--- config.mk ---
export PLATFORM = sky130hd
export DESIGN_NAME = speed2phase
export DESIGN_NICKNAME = d
export VERILOG_FILES = /design/src/rtl/speed2phase.sv
export SDC_FILE = /design/constraint.sdc
export NUM_CORES = 1
export LEC_CHECK = 0
export CORE_AREA = 10 10 136 138
export DETAILED_ROUTE_END_ITERATION = 10
export DIE_AREA = 0 0 146 148
export PLACE_DENSITY = 0.73
export SLEW_MARGIN = 5
export SYNTH_ARGS = -nofsm -noshare
export SYNTH_HDL_FRONTEND = slang
export SYNTH_SLANG_ARGS = --single-unit
export TNS_END_PERCENT = 100
--- constraint.sdc ---
create_clock -name clk -period 17.4 [get_ports clk]
set_input_delay 3.48 -clock clk [delete_from_list [all_inputs] [get_ports clk]]
set_output_delay 3.48 -clock clk [all_outputs]
set_load 0.02 [all_outputs]
--- src/rtl/speed2phase.sv ---
// Doppler stimulus generator: turns a 6Q10 target speed into a burst of 2^N
// identical 9Q10 phase-difference samples, optionally dithered by +/-1 LSB.
module speed2phase #(
    parameter int unsigned KINV   = 26253,
    parameter int unsigned DIV    = 4,
    parameter bit          DITHER = 1'b0
) (
    input  logic        clk,
    input  logic        reset,
    input  logic        en_i,
    input  logic [3:0]  n_i,
    input  logic [15:0] in_speed_i,
    input  logic        speed_valid_i,
    output logic        speed_ready_o,
    output logic [18:0] out_phasediff_o,
    output logic        data_rdy_o,
    output logic        burst_done_o
);

    typedef enum logic [1:0] {IDLE, LOAD, RUN} state_t;

    localparam logic [16:0] KINV_C = 17'(KINV);
    localparam logic [7:0]  DIV_M1 = 8'(DIV - 1);

    state_t             state_q, state_d;
    logic signed [15:0] speed_q, speed_d;
    logic        [3:0]  n_q, n_d;
    logic signed [18:0] pd_q, pd_d;
    logic        [10:0] cnt_q, cnt_d;
    logic        [7:0]  div_q, div_d;
    logic        [15:0] lfsr_q, lfsr_d;
    logic signed [18:0] out_q, out_d;
    logic               rdy_q, rdy_d;
    logic               done_q, done_d;

    logic signed [33:0] prod;
    logic signed [33:0] rounded;
    logic signed [21:0] pd_wide;
    logic signed [18:0] pd_sat;
    logic signed [1:0]  dither;
    logic signed [19:0] dsum;
    logic signed [18:0] dith_sat;
    logic               lfsr_fb;

    // Round-half-up then arithmetic shift; the product fits easily in 34 bits.
    always_comb begin
        prod    = $signed({{18{speed_q[15]}}, speed_q}) * $signed({17'd0, KINV_C});
        rounded = prod + 34'sd2048;
        pd_wide = 22'(rounded >>> 12);
        if (pd_wide > 22'sd262143) begin
            pd_sat = 19'sd262143;
        end else if (pd_wide < -22'sd262144) begin
            pd_sat = -19'sd262144;
        end else begin
            pd_sat = pd_wide[18:0];
        end
    end

    always_comb begin
        lfsr_fb = lfsr_q[0] ^ lfsr_q[2] ^ lfsr_q[3] ^ lfsr_q[5];
        dither  = 2'sd0;
        if (DITHER) begin
            case (lfsr_q[1:0])
                2'b00:   dither = -2'sd1;
                2'b11:   dither = 2'sd1;
                default: dither = 2'sd0;
            endcase
        end
        dsum = {pd_q[18], pd_q} + {{18{dither[1]}}, dither};
        if (dsum > 20'sd262143) begin
            dith_sat = 19'sd262143;
        end else if (dsum < -20'sd262144) begin
            dith_sat = -19'sd262144;
        end else begin
            dith_sat = dsum[18:0];
        end
    end

    always_comb begin
        state_d = state_q;
        speed_d = speed_q;
        n_d     = n_q;
        pd_d    = pd_q;
        cnt_d   = cnt_q;
        div_d   = div_q;
        lfsr_d  = lfsr_q;
        out_d   = out_q;
        rdy_d   = 1'b0;
        done_d  = 1'b0;
        case (state_q)
            IDLE: begin
                if (speed_valid_i) begin
                    speed_d = in_speed_i;
                    n_d     = (n_i > 4'd11) ? 4'd11 : n_i;
                    state_d = LOAD;
                end
            end
            LOAD: begin
                pd_d    = pd_sat;
                cnt_d   = (11'd1 << n_q) - 11'd1;
                div_d   = 8'd0;
                state_d = RUN;
            end
            RUN: begin
                if (en_i) begin
                    if (div_q == 8'd0) begin
                        rdy_d  = 1'b1;
                        out_d  = dith_sat;
                        lfsr_d = {lfsr_fb, lfsr_q[15:1]};
                        div_d  = DIV_M1;
                        // The strobe taken with the counter at zero closes the burst.
                        if (cnt_q == 11'd0) begin
                            done_d  = 1'b1;
                            state_d = IDLE;
                        end else begin
                            cnt_d = cnt_q - 11'd1;
                        end
                    end else begin
                        div_d = div_q - 8'd1;
                    end
                end
            end
            default: state_d = IDLE;
        endcase
    end

    always_ff @(posedge clk) begin
        if (reset) begin
            state_q <= IDLE;
            speed_q <= '0;
            n_q     <= '0;
            pd_q    <= '0;
            cnt_q   <= '0;
            div_q   <= '0;
            lfsr_q  <= 16'hACE1;
            out_q   <= '0;
            rdy_q   <= 1'b0;
            done_q  <= 1'b0;
        end else begin
            state_q <= state_d;
            speed_q <= speed_d;
            n_q     <= n_d;
            pd_q    <= pd_d;
            cnt_q   <= cnt_d;
            div_q   <= div_d;
            lfsr_q  <= lfsr_d;
            out_q   <= out_d;
            rdy_q   <= rdy_d;
            done_q  <= done_d;
        end
    end

    assign speed_ready_o   = (state_q == IDLE);
    assign out_phasediff_o = out_q;
    assign data_rdy_o      = rdy_q;
    assign burst_done_o    = done_q;

endmodule

# ---- Yosys cells after proc, flatten, opt, wreduce, memory -nomap -nowiden
# Cells that the tools add are included.
dict set report classes {
  addsub 4
  n_mux 19
  bitwise_logic 3
  n_shift 1
  mul 1
  n_lt_le_gt_ge 5
  n_reduce_logical 11
  eq_ne 7
}
# cell count
set ops {}
lappend ops {{$mux 19} 4}
lappend ops {{$add 32x13->33 const B} 1}
lappend ops {{$mux 11} 3}
lappend ops {{$mul 16x16->32 const B} 1}
lappend ops {{$pmux 11 s2} 1}
lappend ops {{$sub 11x1->11 const B} 2}
lappend ops {{$gt 21x19->1 const B} 1}
lappend ops {{$lt 21x19->1 const B} 1}
lappend ops {{$gt 19x19->1 const B} 1}
lappend ops {{$lt 19x19->1 const B} 1}
lappend ops {{$mux 8} 2}
lappend ops {{$pmux 8 s2} 1}
lappend ops {{$logic_not 11->1} 1}
lappend ops {{$shl 1x4->11 const A} 1}
lappend ops {{$ne 2x2->1 const B} 5}
lappend ops {{$logic_not 8->1} 1}
lappend ops {{$mux 2} 4}
lappend ops {{$reduce_and 4->1} 2}
lappend ops {{$sub 8x1->8 const B} 1}
lappend ops {{$pmux 2 s3} 1}
lappend ops {{$gt 4x4->1 const B} 1}
lappend ops {{$mux 4} 1}
lappend ops {{$reduce_and 2->1} 2}
lappend ops {{$reduce_or 4->1} 1}
lappend ops {{8 further kinds} 11}
dict set report word_totals {
  ff_bits 81
  output_inout_bits 22
  in_bits 24
  word_cells 60
}

# ---- Depth between registers and ports, before layout
dict set report logic_depth {
  word_depth 5
  mapped_depth 23
  ltp_nobuf 22
}

# ---- Least setup slack after synthesis
# Ideal clock, no wire load.
dict set report synth_timing {
  path_type {register -> register}
  startpoint {register speed_q[5]}
  endpoint {register pd_q[6]}
  t_required_ns 17.261
  setup_time_ns 0.139
  stages_incl_launch_ff 23
  path_buffers 2
  synth_period_minus_slack_ns 5.996
  setup_slack_ns 11.404
  arrival_ns 5.857
  path_cell_list {dfxtp_1 -> ha_1 -> fa_1 -> inv_1 -> fa_1 -> inv_1 -> fa_1 -> inv_1 -> fa_1 -> fa_1 -> inv_1 -> ha_1 -> clkbuf_1 -> a21oi_1 -> o21ai_1 -> a22oi_1 -> nand2_1 -> or4_4 -> a21oi_1 -> o21ai_0 -> a21oi_2 -> buf_4 -> a211oi_1}
}
dict set report synth_via {
  elab_chain_cells 5
  elab_cells_between_ends 6
  cone_classes {add/sub (1); mul (1); order compare (2); mux (2)}
}
# element line
set synth_rtl {}
lappend synth_rtl {{start, declared} 26} ;# logic signed [15:0] speed_q, speed_d;
lappend synth_rtl {{start signal, assigned} 141} ;# speed_q <= speed_d;
lappend synth_rtl {{$mul 16x16->32 *} 47} ;# prod = $signed({{18{speed_q[15]}}, speed_q}) * $signed({17'd0, KINV_C});
lappend synth_rtl {{$add 32x13->33 *} 48} ;# rounded = prod + 34'sd2048;
lappend synth_rtl {{$lt 21x19->1} 52} ;# end else if (pd_wide < -22'sd262144) begin
lappend synth_rtl {{$mux 19} 52}
lappend synth_rtl {{$mux 19 *} 50} ;# if (pd_wide > 22'sd262143) begin
lappend synth_rtl {{end signal, assigned} 143} ;# pd_q <= pd_d;
lappend synth_rtl {{end, declared} 28} ;# logic signed [18:0] pd_q, pd_d;
# Every way passes the cells marked *; elsewhere a longest branch is shown, timed or not.
# A chain may end at the register's enable or synchronous reset.

# ---- Worst setup path after layout
dict set report layout_timing {
  startpoint {register speed_q[10]}
  endpoint {register pd_q[14]}
}
# The elaborated chain is that of the path after synthesis.

==> flow_metrics.env <==
export IMPL_outcome="completed"
export IMPL_crit_chain="ha_1 -> fa_1 -> inv_1 -> fa_1 -> inv_1 -> fa_1 -> fa_1 -> ha_1 -> ha_1 -> a21oi_1 -> o21bai_1 -> a2111oi_0 -> o22ai_1 -> o21bai_1 -> xnor2_1 -> o21ai_0 -> a21oi_2 -> o32ai_1"
export IMPL_tritoncts="done"
export IMPL_synth_nets=1239
export IMPL_p_leak_uw=0.00448
export IMPL_cts_resized=0
export IMPL_via_per_inst=5.30
export IMPL_highest_layer="met4"
export IMPL_p_per_area_mw_per_mm2=101
export IMPL_rsz0062_at_grt="no"
export IMPL_start_kind="flip-flop"
export IMPL_grt_overflow_total=0
export IMPL_cts_path_max_buffers=2
export IMPL_grt_usage_pct=17.7
export IMPL_cts_reportedPaths_clkPinSlew_ns=0.06
export IMPL_wire_per_inst_um=14.9
export IMPL_fin_nets=1270
export IMPL_place_congestion=0.886
export IMPL_hold_viol_final=0
export IMPL_end_kind="flip-flop"
export IMPL_ys_seq_area_share_pct=19.1
export IMPL_period_minus_slack_ns=6.65
export IMPL_finalPower_uw=958
export IMPL_critPathBufInv=2
export IMPL_worstHoldEndpoint="out_phasediff_o[10]$_SDFFE_PP0P_"
export IMPL_layout_commonest_cell="inv_1"
export IMPL_drv_cap=0
export IMPL_vias=6582
export IMPL_grt_pass1_vias=6474
export IMPL_coreArea_mm2=0.0157
export IMPL_worst_slew_pin_slew_ns=0.962
export IMPL_min_path_type="flip-flop to flip-flop"
export IMPL_antenna_left=0
export IMPL_postSynthAreaPerCell_um2=8.57
export IMPL_rows=46
export IMPL_ys_flop_type="dfxtp_1"
export IMPL_wirelength_met1_mm=8.84
export IMPL_synth_edf_count=0
export IMPL_crit_path_frequent_cell="fa_1"
export IMPL_synth_seq_cells=81
export IMPL_dp_hpwl_mm=15.1
export IMPL_reg2reg_depth=18
export IMPL_antenna_found_initial=0
export IMPL_relSlewSlack_pct=35.8
export IMPL_synth_top_area_share_pct=20.6
export IMPL_ir_drop_mv=0.0671
export IMPL_cts_inserted_buffers=9
export IMPL_cts_sinks=81
export IMPL_crit_family="adder cells"
export IMPL_cts_setup_buffers=0
export IMPL_dr_wl_met3_um=644
export IMPL_rrSetupSlack_ns=10.75
export IMPL_initial_core_util_pct=54.1
export IMPL_critPathSlowestCell="a21oi_2"
export IMPL_port_buffers=45
export IMPL_synth_area_leaders="ha_1 (21%), fa_1 (20%), dfxtp_1 (19%)"
export IMPL_final_max_slew_violation_count=0
export IMPL_clock_skew_ns=0.0134
export IMPL_critPathKind="flip-flop to flip-flop"
export IMPL_worstReg2RegEnd="pd_q[14]$_SDFFE_PP0P_"
export IMPL_cts_root_buf="clkbuf_16"
export IMPL_mostFrequentLayoutCells="inv_1 (158), nand2_1 (141), ha_1 (140)"
export IMPL_rr_startpoint="speed_q[10]$_SDFFE_PP0P_"
export IMPL_hold_buffers=0
export IMPL_max_freq_ghz=0.150
export IMPL_setup_viol=0
export IMPL_drt_iter0_drc=424
export IMPL_syn_to_final_growth_pct=11.1
export IMPL_worstHoldStart="out_phasediff_o[10]$_SDFFE_PP0P_"
export IMPL_dr_pass1_iters=5
export IMPL_num_fill_cells=1400
export IMPL_die_h_um=148
export IMPL_path_depth=18
export IMPL_dieArea_mm2=0.0216
export IMPL_critical_path_arrival_ns=6.85
export IMPL_fin_crit_sh_pct=38.2
export IMPL_yosysWarnings=0
export IMPL_synth_cell_types=56
export IMPL_ios=46
export IMPL_syn_inst=992
export IMPL_setup_tns_final_ns=0
export IMPL_cp_required_ns=17.59
export IMPL_wl_met2_mm=8.84
export IMPL_hold_path_depth=2
export IMPL_drive_gt1_share_pct=3.99
export IMPL_async_flop_share_pct=0
export IMPL_synth_top_cell_by_area="ha_1"
export IMPL_cpPeakStageDelay_ns=0.76
export IMPL_wirelength_mm=18.5
export IMPL_grt_max_degree=80
export IMPL_clock_latency_ns=0.35
export IMPL_grt_pass1_wl_mm=31.8
export IMPL_drc=0
export IMPL_htree_levels=3
export IMPL_syn_area_mm2=0.00850
export IMPL_diodes=0
export IMPL_worstPathMaxFanout=18
export IMPL_fp_dieW_um=146
export IMPL_startpoint="speed_q[10]$_SDFFE_PP0P_"
sequential cells by signal, summed over array words and instances (netlist names):
name and flops:
n_q 4, pd_q 19, burst_done_o 1, data_rdy_o 1
state_q 2, speed_q 16, out_phasediff_o 19, div_q 8
cnt_q 11
power breakdown:
part,switching (uW),internal (uW),total (uW)
Combinational,327,212,538
Clock,78.6,125,204
Sequential,16.0,200,216
layer usage:
layer / GRT usage [%] / vias to the layer above
met5: 0 / -
met4: 4.00 / 0
met3: 2.93 / 11
met2: 29.0 / 113
met1: 23.9 / 3121
li1: - / 3337
through the flow:
stage	hold WS (ns)	instance area (um2)	utilization, %	std cells	setup WS (ns)
floorplan	0.432	8500	-	992	11.40
global placement	0.441	9130	58.1	1228	10.81
detailed placement	0.447	9130	58.1	1228	10.78
CTS	0.455	9440	60.1	1243	10.72
global route	0.482	9440	60.1	1243	10.18
finish	0.452	9440	60.1	1243	10.75
worst reg2reg max path, cell delays in order, from the launching register on:
cell and delay (ns):
dfxtp_1 0.57, ha_1 0.38, fa_1 0.52, inv_1 0.05, fa_1 0.53, inv_1 0.05
fa_1 0.56, fa_1 0.42, ha_1 0.32, ha_1 0.39, a21oi_1 0.23, o21bai_1 0.08
a2111oi_0 0.65, o22ai_1 0.15, o21bai_1 0.19, xnor2_1 0.29, o21ai_0 0.19, a21oi_2 0.76
o32ai_1 0.18
final cells by class:
class / instances / area [um2] / share of cell area, %
clock inverters: 5 / 78.8 / 0.835
flip-flops and latches: 81 / 1620 / 17.2
well taps: 216 / 270 / 2.86
inverters: 158 / 593 / 6.28
repair buffers: 51 / 490 / 5.20
multi-input cells: 722 / 6160 / 65.2
clock buffers: 10 / 229 / 2.43
how the worst max path moves through the flow:
stage	slack [ns]	to
CTS	10.72	pd_q[17]$_SDFFE_PP0P_
global route	10.18	pd_q[6]$_SDFFE_PP0P_
global placement	10.81	pd_q[14]$_SDFFE_PP0P_
floorplan	11.40	pd_q[6]$_SDFFE_PP0P_
detailed placement	10.78	pd_q[17]$_SDFFE_PP0P_
finish	10.75	pd_q[14]$_SDFFE_PP0P_
cells in the mapped netlist (all sizes together), types with 2 or more instances:
cell type,count
inv,158
nand2,141
ha,140
a21oi,88
fa,83
dfxtp,81
nor2,64
clkbuf,29
o21ai,26
a211oi,25
xnor2,24
xor2,17
nor3,16
nand3,8
a22oi,7
nand4,7
o21bai,7
and3,6
nor4,6
nor2b,5
o21a,5
nand2b,4
or3,4
and2,3
nand3b,3
o22ai,3
o32ai,3
a2111oi,2
a21o,2
buf,2
mux2i,2
o2111ai,2
o31ai,2
or2,2
or4,2
kinds of logic after synthesis:
logic type / count (synthesis) / synth area share, %
AND/OR/NAND/NOR: 273 / 14.0
multiplexers: 3 / 0.368
AO/OA/AOI/OAI: 182 / 13.7
XOR/XNOR: 41 / 4.22
buffers and inverters: 189 / 8.48
flip-flops: 81 / 19.1
adder cells (fa/ha/maj): 223 / 40.2
No activity file was read; power rests on OpenSTA's default activity.
